[config.mk]
export PLATFORM = sky130hd
export DESIGN_NAME = backbone_tx_flat
export DESIGN_NICKNAME = d
export VERILOG_FILES = /design/src/rtl/backbone_tx_pkg.sv /design/src/rtl/backbone_tx_if.sv /design/src/rtl/backbone_tx_pacer.sv /design/src/rtl/backbone_tx.sv /design/src/flat_wrapper.sv
export SDC_FILE = /design/constraint.sdc
export NUM_CORES = 2
export LEC_CHECK = 0
export ABC_AREA = 1
export CORE_AREA = 3 3 377 379
export DETAILED_ROUTE_END_ITERATION = 6
export DIE_AREA = 0 0 380 382
export HOLD_SLACK_MARGIN = 0.03
export SYNTH_ARGS = -nofsm -noshare
export SYNTH_HDL_FRONTEND = slang
export SYNTH_SLANG_ARGS = --single-unit
export TNS_END_PERCENT = 5
[constraint.sdc]
create_clock -name clk -period 3.1 [get_ports clk]
set_input_delay 0.62 -clock clk [delete_from_list [all_inputs] [get_ports clk]]
set_output_delay 0.62 -clock clk [all_outputs]
set_load 0.01 [all_outputs]
[src/rtl/backbone_tx_pkg.sv]
// backbone_pkg: types and constants shared by the backbone transmit path.
//   state_t    : transmit FSM state encoding
//   FP64_W     : width of one backbone element (raw FP64 bits)
//   FP64_ONE   : FP64 encoding of 1.0
//   j_width()  : element index/count width for a J-element vector
package backbone_pkg;

    typedef enum logic [2:0] {
        ST_IDLE,
        ST_LOADED,
        ST_FIRST,
        ST_SEND,
        ST_WAIT,
        ST_DONE
    } state_t;

    localparam int unsigned FP64_W = 64;
    localparam logic [FP64_W-1:0] FP64_ONE = 64'h3FF0_0000_0000_0000;

    function automatic int unsigned j_width(input int unsigned j);
        return $clog2(j) + 1;
    endfunction

endpackage

[src/rtl/backbone_tx_if.sv]
// backbone_tx_if: vector load / start controls and the element stream of
// backbone_tx.
//   backbone_vec, backbone_vec_tvalid : J packed FP64 values + load strobe
//   start                             : begin streaming the held vector
//   backbone, backbone_tvalid         : element stream
//   first_backbone                    : tags the first element of a stream
//   loaded, busy, done, load_err      : status
// Modports: slave = backbone_tx itself, master = the side that drives it.
interface backbone_tx_if
    import backbone_pkg::*;
#(
    parameter int unsigned J = 14
);
    logic [J*FP64_W-1:0] backbone_vec;
    logic                backbone_vec_tvalid;
    logic                start;
    logic [FP64_W-1:0]   backbone;
    logic                backbone_tvalid;
    logic                first_backbone;
    logic                loaded;
    logic                busy;
    logic                done;
    logic                load_err;

    modport slave (
        input  backbone_vec, backbone_vec_tvalid, start,
        output backbone, backbone_tvalid, first_backbone,
               loaded, busy, done, load_err
    );

    modport master (
        output backbone_vec, backbone_vec_tvalid, start,
        input  backbone, backbone_tvalid, first_backbone,
               loaded, busy, done, load_err
    );
endinterface

[src/rtl/backbone_tx_pacer.sv]
// backbone_tx_pacer: idle-gap timer between emitted backbone elements.
//   clk, rst  : clock, synchronous active-high reset
//   gap_start : pulse on the cycle the FSM leaves an element for the gap
//   gap_done  : high on the last gap cycle (FSM emits the next element on
//               the following edge); with GAP=0 it simply follows gap_start
module backbone_tx_pacer #(
    parameter int unsigned GAP = 0
) (
    input  logic clk,
    input  logic rst,
    input  logic gap_start,
    output logic gap_done
);

    if (GAP == 0) begin : g_pass
        logic unused_clk_rst;
        assign unused_clk_rst = clk ^ rst;
        assign gap_done       = gap_start;
    end else begin : g_count
        localparam int unsigned CW = (GAP > 1) ? $clog2(GAP) : 1;

        logic [CW-1:0] cnt_q, cnt_d;

        // Loaded with GAP-1 so the counter reads zero on the GAP-th gap cycle.
        always_comb begin
            cnt_d = cnt_q;
            if (gap_start) begin
                cnt_d = CW'(GAP - 1);
            end else if (cnt_q != '0) begin
                cnt_d = cnt_q - CW'(1);
            end
        end

        always_ff @(posedge clk) begin
            if (rst) begin
                cnt_q <= '0;
            end else begin
                cnt_q <= cnt_d;
            end
        end

        assign gap_done = (cnt_q == '0);
    end

endmodule

[src/rtl/backbone_tx.sv]
// backbone_tx: holds a J-element FP64 backbone vector and, on start, streams
// it one element per beat (optionally GAP idle cycles apart) to the v-input
// generator. The first element of each stream carries first_backbone.
//   clk, rst : clock, synchronous active-high reset
//   bus      : backbone_tx_if.slave (vector load, start, stream, status)
// Build option BACKBONE_TX_REVERSE_EN: stream elements J-1 down to 0 instead
// of 0 up to J-1; timing and counts are unchanged.
module backbone_tx
    import backbone_pkg::*;
#(
    parameter int unsigned J   = 14,
    parameter int unsigned GAP = 0
) (
    input  logic            clk,
    input  logic            rst,
    backbone_tx_if.slave    bus
);

    localparam int unsigned J_WIDTH = j_width(J);
    typedef logic [J_WIDTH-1:0] idx_t;

`ifdef BACKBONE_TX_REVERSE_EN
    localparam idx_t IDX_FIRST = idx_t'(J - 1);
    localparam idx_t IDX_LAST  = '0;
    function automatic idx_t idx_next(input idx_t i);
        return i - idx_t'(1);
    endfunction
`else
    localparam idx_t IDX_FIRST = '0;
    localparam idx_t IDX_LAST  = idx_t'(J - 1);
    function automatic idx_t idx_next(input idx_t i);
        return i + idx_t'(1);
    endfunction
`endif

    // Constant-index scan keeps the element select free of index-width games.
    function automatic logic [FP64_W-1:0] pick(input logic [J*FP64_W-1:0] v,
                                               input idx_t i);
        logic [FP64_W-1:0] r;
        r = '0;
        for (int unsigned k = 0; k < J; k++) begin
            if (i == idx_t'(k)) begin
                r = v[k*FP64_W +: FP64_W];
            end
        end
        return r;
    endfunction

    state_t              state_q, state_d;
    idx_t                idx_q, idx_d;
    logic [J*FP64_W-1:0] vec_q, vec_d;
    logic [FP64_W-1:0]   backbone_q, backbone_d;
    logic                tvalid_q, tvalid_d;
    logic                first_q, first_d;
    logic                loaded_q, loaded_d;
    logic                busy_q, busy_d;
    logic                done_q, done_d;
    logic                load_err_q, load_err_d;

    logic                gap_start;
    logic                gap_done;

    backbone_tx_pacer #(.GAP(GAP)) u_pacer (
        .clk       (clk),
        .rst       (rst),
        .gap_start (gap_start),
        .gap_done  (gap_done)
    );

    // Outputs are registered from the next state, so the element of FIRST
    // and SEND appears on the same edge that enters those states.
    always_comb begin
        state_d    = state_q;
        idx_d      = idx_q;
        vec_d      = vec_q;
        backbone_d = backbone_q;
        tvalid_d   = 1'b0;
        first_d    = 1'b0;
        done_d     = 1'b0;
        load_err_d = 1'b0;
        gap_start  = 1'b0;

        unique case (state_q)
            ST_IDLE: begin
                if (bus.backbone_vec_tvalid) begin
                    vec_d   = bus.backbone_vec;
                    state_d = ST_LOADED;
                end
            end
            ST_LOADED: begin
                if (bus.backbone_vec_tvalid) begin
                    vec_d = bus.backbone_vec;
                end else if (bus.start) begin
                    state_d  = ST_FIRST;
                    idx_d    = IDX_FIRST;
                    tvalid_d = 1'b1;
                    first_d  = 1'b1;
                end
            end
            ST_FIRST, ST_SEND: begin
                if (idx_q == IDX_LAST) begin
                    state_d = ST_DONE;
                    done_d  = 1'b1;
                end else begin
                    idx_d = idx_next(idx_q);
                    if (GAP == 0) begin
                        state_d  = ST_SEND;
                        tvalid_d = 1'b1;
                    end else begin
                        state_d   = ST_WAIT;
                        gap_start = 1'b1;
                    end
                end
            end
            ST_WAIT: begin
                if (gap_done) begin
                    state_d  = ST_SEND;
                    tvalid_d = 1'b1;
                end
            end
            ST_DONE: begin
                state_d = ST_LOADED;
            end
            default: begin
                state_d = ST_IDLE;
            end
        endcase

        if ((state_q inside {ST_FIRST, ST_SEND, ST_WAIT}) && bus.backbone_vec_tvalid) begin
            load_err_d = 1'b1;
        end

        // Otherwise backbone holds the last emitted element.
        if (tvalid_d) begin
            backbone_d = pick(vec_q, idx_d);
        end

        busy_d   = state_d inside {ST_FIRST, ST_SEND, ST_WAIT};
        loaded_d = (state_d == ST_LOADED);
    end

    always_ff @(posedge clk) begin
        if (rst) begin
            state_q    <= ST_IDLE;
            idx_q      <= '0;
            vec_q      <= '0;
            backbone_q <= '0;
            tvalid_q   <= 1'b0;
            first_q    <= 1'b0;
            loaded_q   <= 1'b0;
            busy_q     <= 1'b0;
            done_q     <= 1'b0;
            load_err_q <= 1'b0;
        end else begin
            state_q    <= state_d;
            idx_q      <= idx_d;
            vec_q      <= vec_d;
            backbone_q <= backbone_d;
            tvalid_q   <= tvalid_d;
            first_q    <= first_d;
            loaded_q   <= loaded_d;
            busy_q     <= busy_d;
            done_q     <= done_d;
            load_err_q <= load_err_d;
        end
    end

    assign bus.backbone        = backbone_q;
    assign bus.backbone_tvalid = tvalid_q;
    assign bus.first_backbone  = first_q;
    assign bus.loaded          = loaded_q;
    assign bus.busy            = busy_q;
    assign bus.done            = done_q;
    assign bus.load_err        = load_err_q;

endmodule

[src/flat_wrapper.sv]
// flat-port wrapper written by rule: the top's interface ports become plain ports
module backbone_tx_flat import backbone_pkg::*;
#(
    parameter int unsigned J   = 14,
    parameter int unsigned GAP = 0
)
  (clk, rst, bus_backbone_vec, bus_backbone_vec_tvalid, bus_start, bus_backbone, bus_backbone_tvalid, bus_first_backbone, bus_loaded, bus_busy, bus_done, bus_load_err);
  backbone_tx_if #(.J(J)) bus_i ();
  input  logic clk;
  input  logic rst;
  input wire logic [$bits(bus_i.backbone_vec)-1:0] bus_backbone_vec;
  input wire logic [$bits(bus_i.backbone_vec_tvalid)-1:0] bus_backbone_vec_tvalid;
  input wire logic [$bits(bus_i.start)-1:0] bus_start;
  output wire logic [$bits(bus_i.backbone)-1:0] bus_backbone;
  output wire logic [$bits(bus_i.backbone_tvalid)-1:0] bus_backbone_tvalid;
  output wire logic [$bits(bus_i.first_backbone)-1:0] bus_first_backbone;
  output wire logic [$bits(bus_i.loaded)-1:0] bus_loaded;
  output wire logic [$bits(bus_i.busy)-1:0] bus_busy;
  output wire logic [$bits(bus_i.done)-1:0] bus_done;
  output wire logic [$bits(bus_i.load_err)-1:0] bus_load_err;
  assign bus_i.backbone_vec = bus_backbone_vec;
  assign bus_i.backbone_vec_tvalid = bus_backbone_vec_tvalid;
  assign bus_i.start = bus_start;
  assign bus_backbone = bus_i.backbone;
  assign bus_backbone_tvalid = bus_i.backbone_tvalid;
  assign bus_first_backbone = bus_i.first_backbone;
  assign bus_loaded = bus_i.loaded;
  assign bus_busy = bus_i.busy;
  assign bus_done = bus_i.done;
  assign bus_load_err = bus_i.load_err;
  backbone_tx #(.J(J), .GAP(GAP)) u_core (.clk(clk), .rst(rst), .bus(bus_i));
endmodule
==> flow_metrics.tcl <==
set metrics [dict create \
    die_w_um 380 \
    crit_chain "inv_2 -> ha_4 -> inv_2 -> nor2_1 -> nand2_1 -> buf_6 -> nand2_2 -> nand2_2 -> nand2_4 -> nor2_4 -> buf_12 -> nand2_4 -> buf_12 -> buf_4 -> nor2_1 -> nor2_4 -> nand4_1 -> nor2_1 -> buf_4 -> nand4_1 -> nor2_1 -> nand3_1 -> nand2_2 -> nand2_1" \
    grt_pass1_vias 41300 \
    wl_mm 206 \
    layout.nets 7753 \
    cts_tree "yes" \
    drtIter0Drc 3403 \
    worstSetupStartpointType "register" \
    holdPathStages 2 \
    cp_common_cell "nor2_1" \
    fin_setup_tns_ps -123 \
    die_y_um 382 \
    holdPathEnd "u_core.vec_q[810]$_SDFFE_PP0P_" \
    slowest_stage "dfxtp_2" \
    ys_seq_area_share_pct 47.9 \
    dieArea_um2 145000 \
    synthCells 5757 \
    synth_commonest_cells "1047 x a21oi_1, 974 x dfxtp_1, 942 x inv_1, 921 x o21ai_0, 831 x nand2_1" \
    postPlaceCellArea_um2 55000 \
    relSlewSlack_pct 52.6 \
    ys_dominant_reg_cell "dfxtp_1" \
    worst_slew_pin_slew_ps 704 \
    coreArea_um2 139000 \
    numCtsBuffers 111 \
    cts_sinks 974 \
    timing.rr.end "u_core.bus.backbone[62]$_SDFFE_PP0P_" \
    crit_required_ps 3700 \
    wl_per_cell_um 23.2 \
    yosys.area.top_type "dfxtp_1" \
    finalSetupViolCount 4 \
    period_share_pct 102 \
    synth_nets 6659 \
    grt_max_degree 127 \
    globalplace.congestion 0.959 \
    grt_pass1_wl_mm 286 \
    violations "negative setup slack" \
    p_leak_nw 24.2 \
    io_buffers 969 \
    synthDistinctLibCells 27 \
    drive_gt1_share_pct 11.1 \
    outcome "finished, violations left" \
    ir_drop_uv 403 \
    areaGrowthSynthToFinish_pct 47.4 \
    stdcell_area_um2 60000 \
    max_freq_mhz 316 \
    path_clk_slew_ps 60 \
    path_buf_inv 7 \
    cts_buffer_depth 3 \
    first_pass_iters 5 \
    dp_hpwl_mm 162 \
    cp_max_fo 8 \
    final_antenna_net_count 0 \
    power.total_mw 33.1 \
    grt.overflow.total 0 \
    final_hold_viol_count 0 \
    powerDensity_nw_per_um2 551 \
    r2r_start "u_core.idx_q[1]$_SDFF_PP0_" \
    viasPerCell 4.81 \
    worstSkewPairLatency_ps 730 \
    hold_class "register to register" \
    final_util_pct 43.1 \
    drc 0 \
    ys_top_cells_by_area "dfxtp_1 48%, a21oi_1 13%, o21ai_0 11%" \
    skew_ps 37.6 \
    cp-end-kind "register" \
    cp_data_arrival_time_ps 3760 \
    ys_ff_latch 974 \
    fin_ws_ps -61.0 \
    yosysMostFrequentCell "a21oi_1" \
    vias 42600 \
    min_period_ps 3160 \
    ioPinCount 970 \
    reg2reg_slack_ps -60 \
    placementRows 137 \
    h-tree-depth 3 \
    clock-root-buffer "clkbuf_16" \
    cp_top_family "simple AND/OR/NAND/NOR gates" \
    synth_edf_count 0 \
    drv_cap 0 \
    async_reset_ff_share_pct 0 \
    max_stage_delay_ps 320 \
    ctsHoldBuffers 0 \
    crit_type "register to register" \
    drv_slew 0 \
    antenna_found_initial 67 \
    r2r_cells 24 \
    synth.cell_area_um2 40700 \
    synth_top_area_share_pct 47.9 \
    grt_usage_pct 27.0 \
    syn_area_per_cell_um2 7.07 \
    initial_core_util_pct 29.2 \
    rsz0062_at_grt "true" \
    yosys_warnings 0 \
    hold_start "u_core.vec_q[810]$_SDFFE_PP0P_" \
]
==> worst max path at each step <==
| stage | start | cells past startpoint | end |
|---|---|---|---|
| 2_1_floorplan | bus_start | 19 | u_core.bus.backbone[57]$_SDFFE_PP0P_ |
| 3_3_place_gp | bus_start | 24 | u_core.bus.backbone[37]$_SDFFE_PP0P_ |
| 3_5_place_dp | bus_backbone_vec_tvalid | 24 | u_core.bus.backbone[37]$_SDFFE_PP0P_ |
| 4_1_cts | u_core.idx_q[1]$_SDFF_PP0_ | 25 | u_core.bus.backbone[38]$_SDFFE_PP0P_ |
| 5_1_grt | u_core.idx_q[1]$_SDFF_PP0_ | 25 | u_core.bus.backbone[37]$_SDFFE_PP0P_ |
| 6_report | u_core.idx_q[1]$_SDFF_PP0_ | 24 | u_core.bus.backbone[62]$_SDFFE_PP0P_ |
==> sequential cells by signal, indices dropped and copies added (netlist names) <==
signal / flops
u_core.state_q: 3
u_core.bus.backbone_tvalid: 1
u_core.bus.first_backbone: 1
u_core.idx_q: 5
u_core.bus.backbone: 64
u_core.vec_q: 896
u_core.bus.busy: 1
u_core.bus.done: 1
u_core.bus.load_err: 1
u_core.bus.loaded: 1
==> layout by cell type (no fill, tap or decap), types with 35 or more instances in the layout <==
cell type | synthesis | final
diode_2 | 0 | 42
clkbuf_16 | 0 | 112
nor2_4 | 8 | 36
nand4_1 | 129 | 129
o21ai_0 | 921 | 920
a21oi_1 | 1047 | 1047
clkdlybuf4s50_1 | 0 | 969
nand2_1 | 831 | 794
nor2_1 | 326 | 271
inv_1 | 942 | 939
nand2_2 | 4 | 35
nand3_1 | 106 | 94
dfxtp_1 | 974 | 972
buf_12 | 0 | 83
buf_4 | 12 | 309
==> final cells by class <==
type	instances	area, µm²
fill	14200	79200
sequential	974	19500
multi-input combinational	3409	16500
timing repair buffer	1393	14100
inverter	962	3630
clock buffer	160	3280
tap	1876	2350
clock inverter	41	566
antenna	42	105
==> layer usage <==
metal	GRT usage, %	part of all wire, %	vias up	routed length [µm]
met1	32.5	40	20000	82900
met5	0	0.090	-	185
met3	5.48	6.4	376	13100
li1	-	-	20700	-
met2	45.5	48	1485	98500
met4	13.8	5.3	28	10900
==> stage by stage <==
| stage | setup WS [ps] | cells | hold slack [ps] |
|---|---|---|---|
| after floorplan | 758 | 5757 | 424 |
| after global placement | -1180 | 8583 | 430 |
| after detailed placement | -1180 | 8583 | 434 |
| after CTS | -88.7 | 8806 | 442 |
| after global routing | -211 | 8840 | 458 |
| final | -61.0 | 8857 | 441 |
==> tightest hold or removal path, cell delays in order, from the launching register on <==
cell and delay, ps:
dfxtp_1 310, inv_1 40, a21oi_1 40
==> cells by family (layout without fill, tap and decap cells) <==
| logic type | Yosys count | in the layout | synth area share, % |
|---|---|---|---|
| AOI/OAI and AO/OA | 1981 | 1981 | 24.4 |
| and+or+nand+nor | 1425 | 1425 | 14.7 |
| buffers and inverters | 1374 | 2556 | 13.0 |
| DFF | 974 | 974 | 47.9 |
| adders and majority gates | 2 | 2 | 0.0615 |
| xor gates and xnor gates | 1 | 1 | 0.0215 |
| other | 0 | 42 | 0 |
==> what timing repair did <==
action,CTS,global route
gates cloned,1,1
resized for setup,94,90
setup endpoints to repair,47,64
setup buffers,21,9
pin swaps,33,61
==> where the power goes <==
group / total, mW / internal, mW / switching, mW
clock: 13.9 / 8.25 / 5.64
sequential: 14.1 / 13.5 / 0.524
combinational: 5.11 / 2.31 / 2.80
total: 33.1 / 24.1 / 8.97
Power figures use the tool's default switching activity.
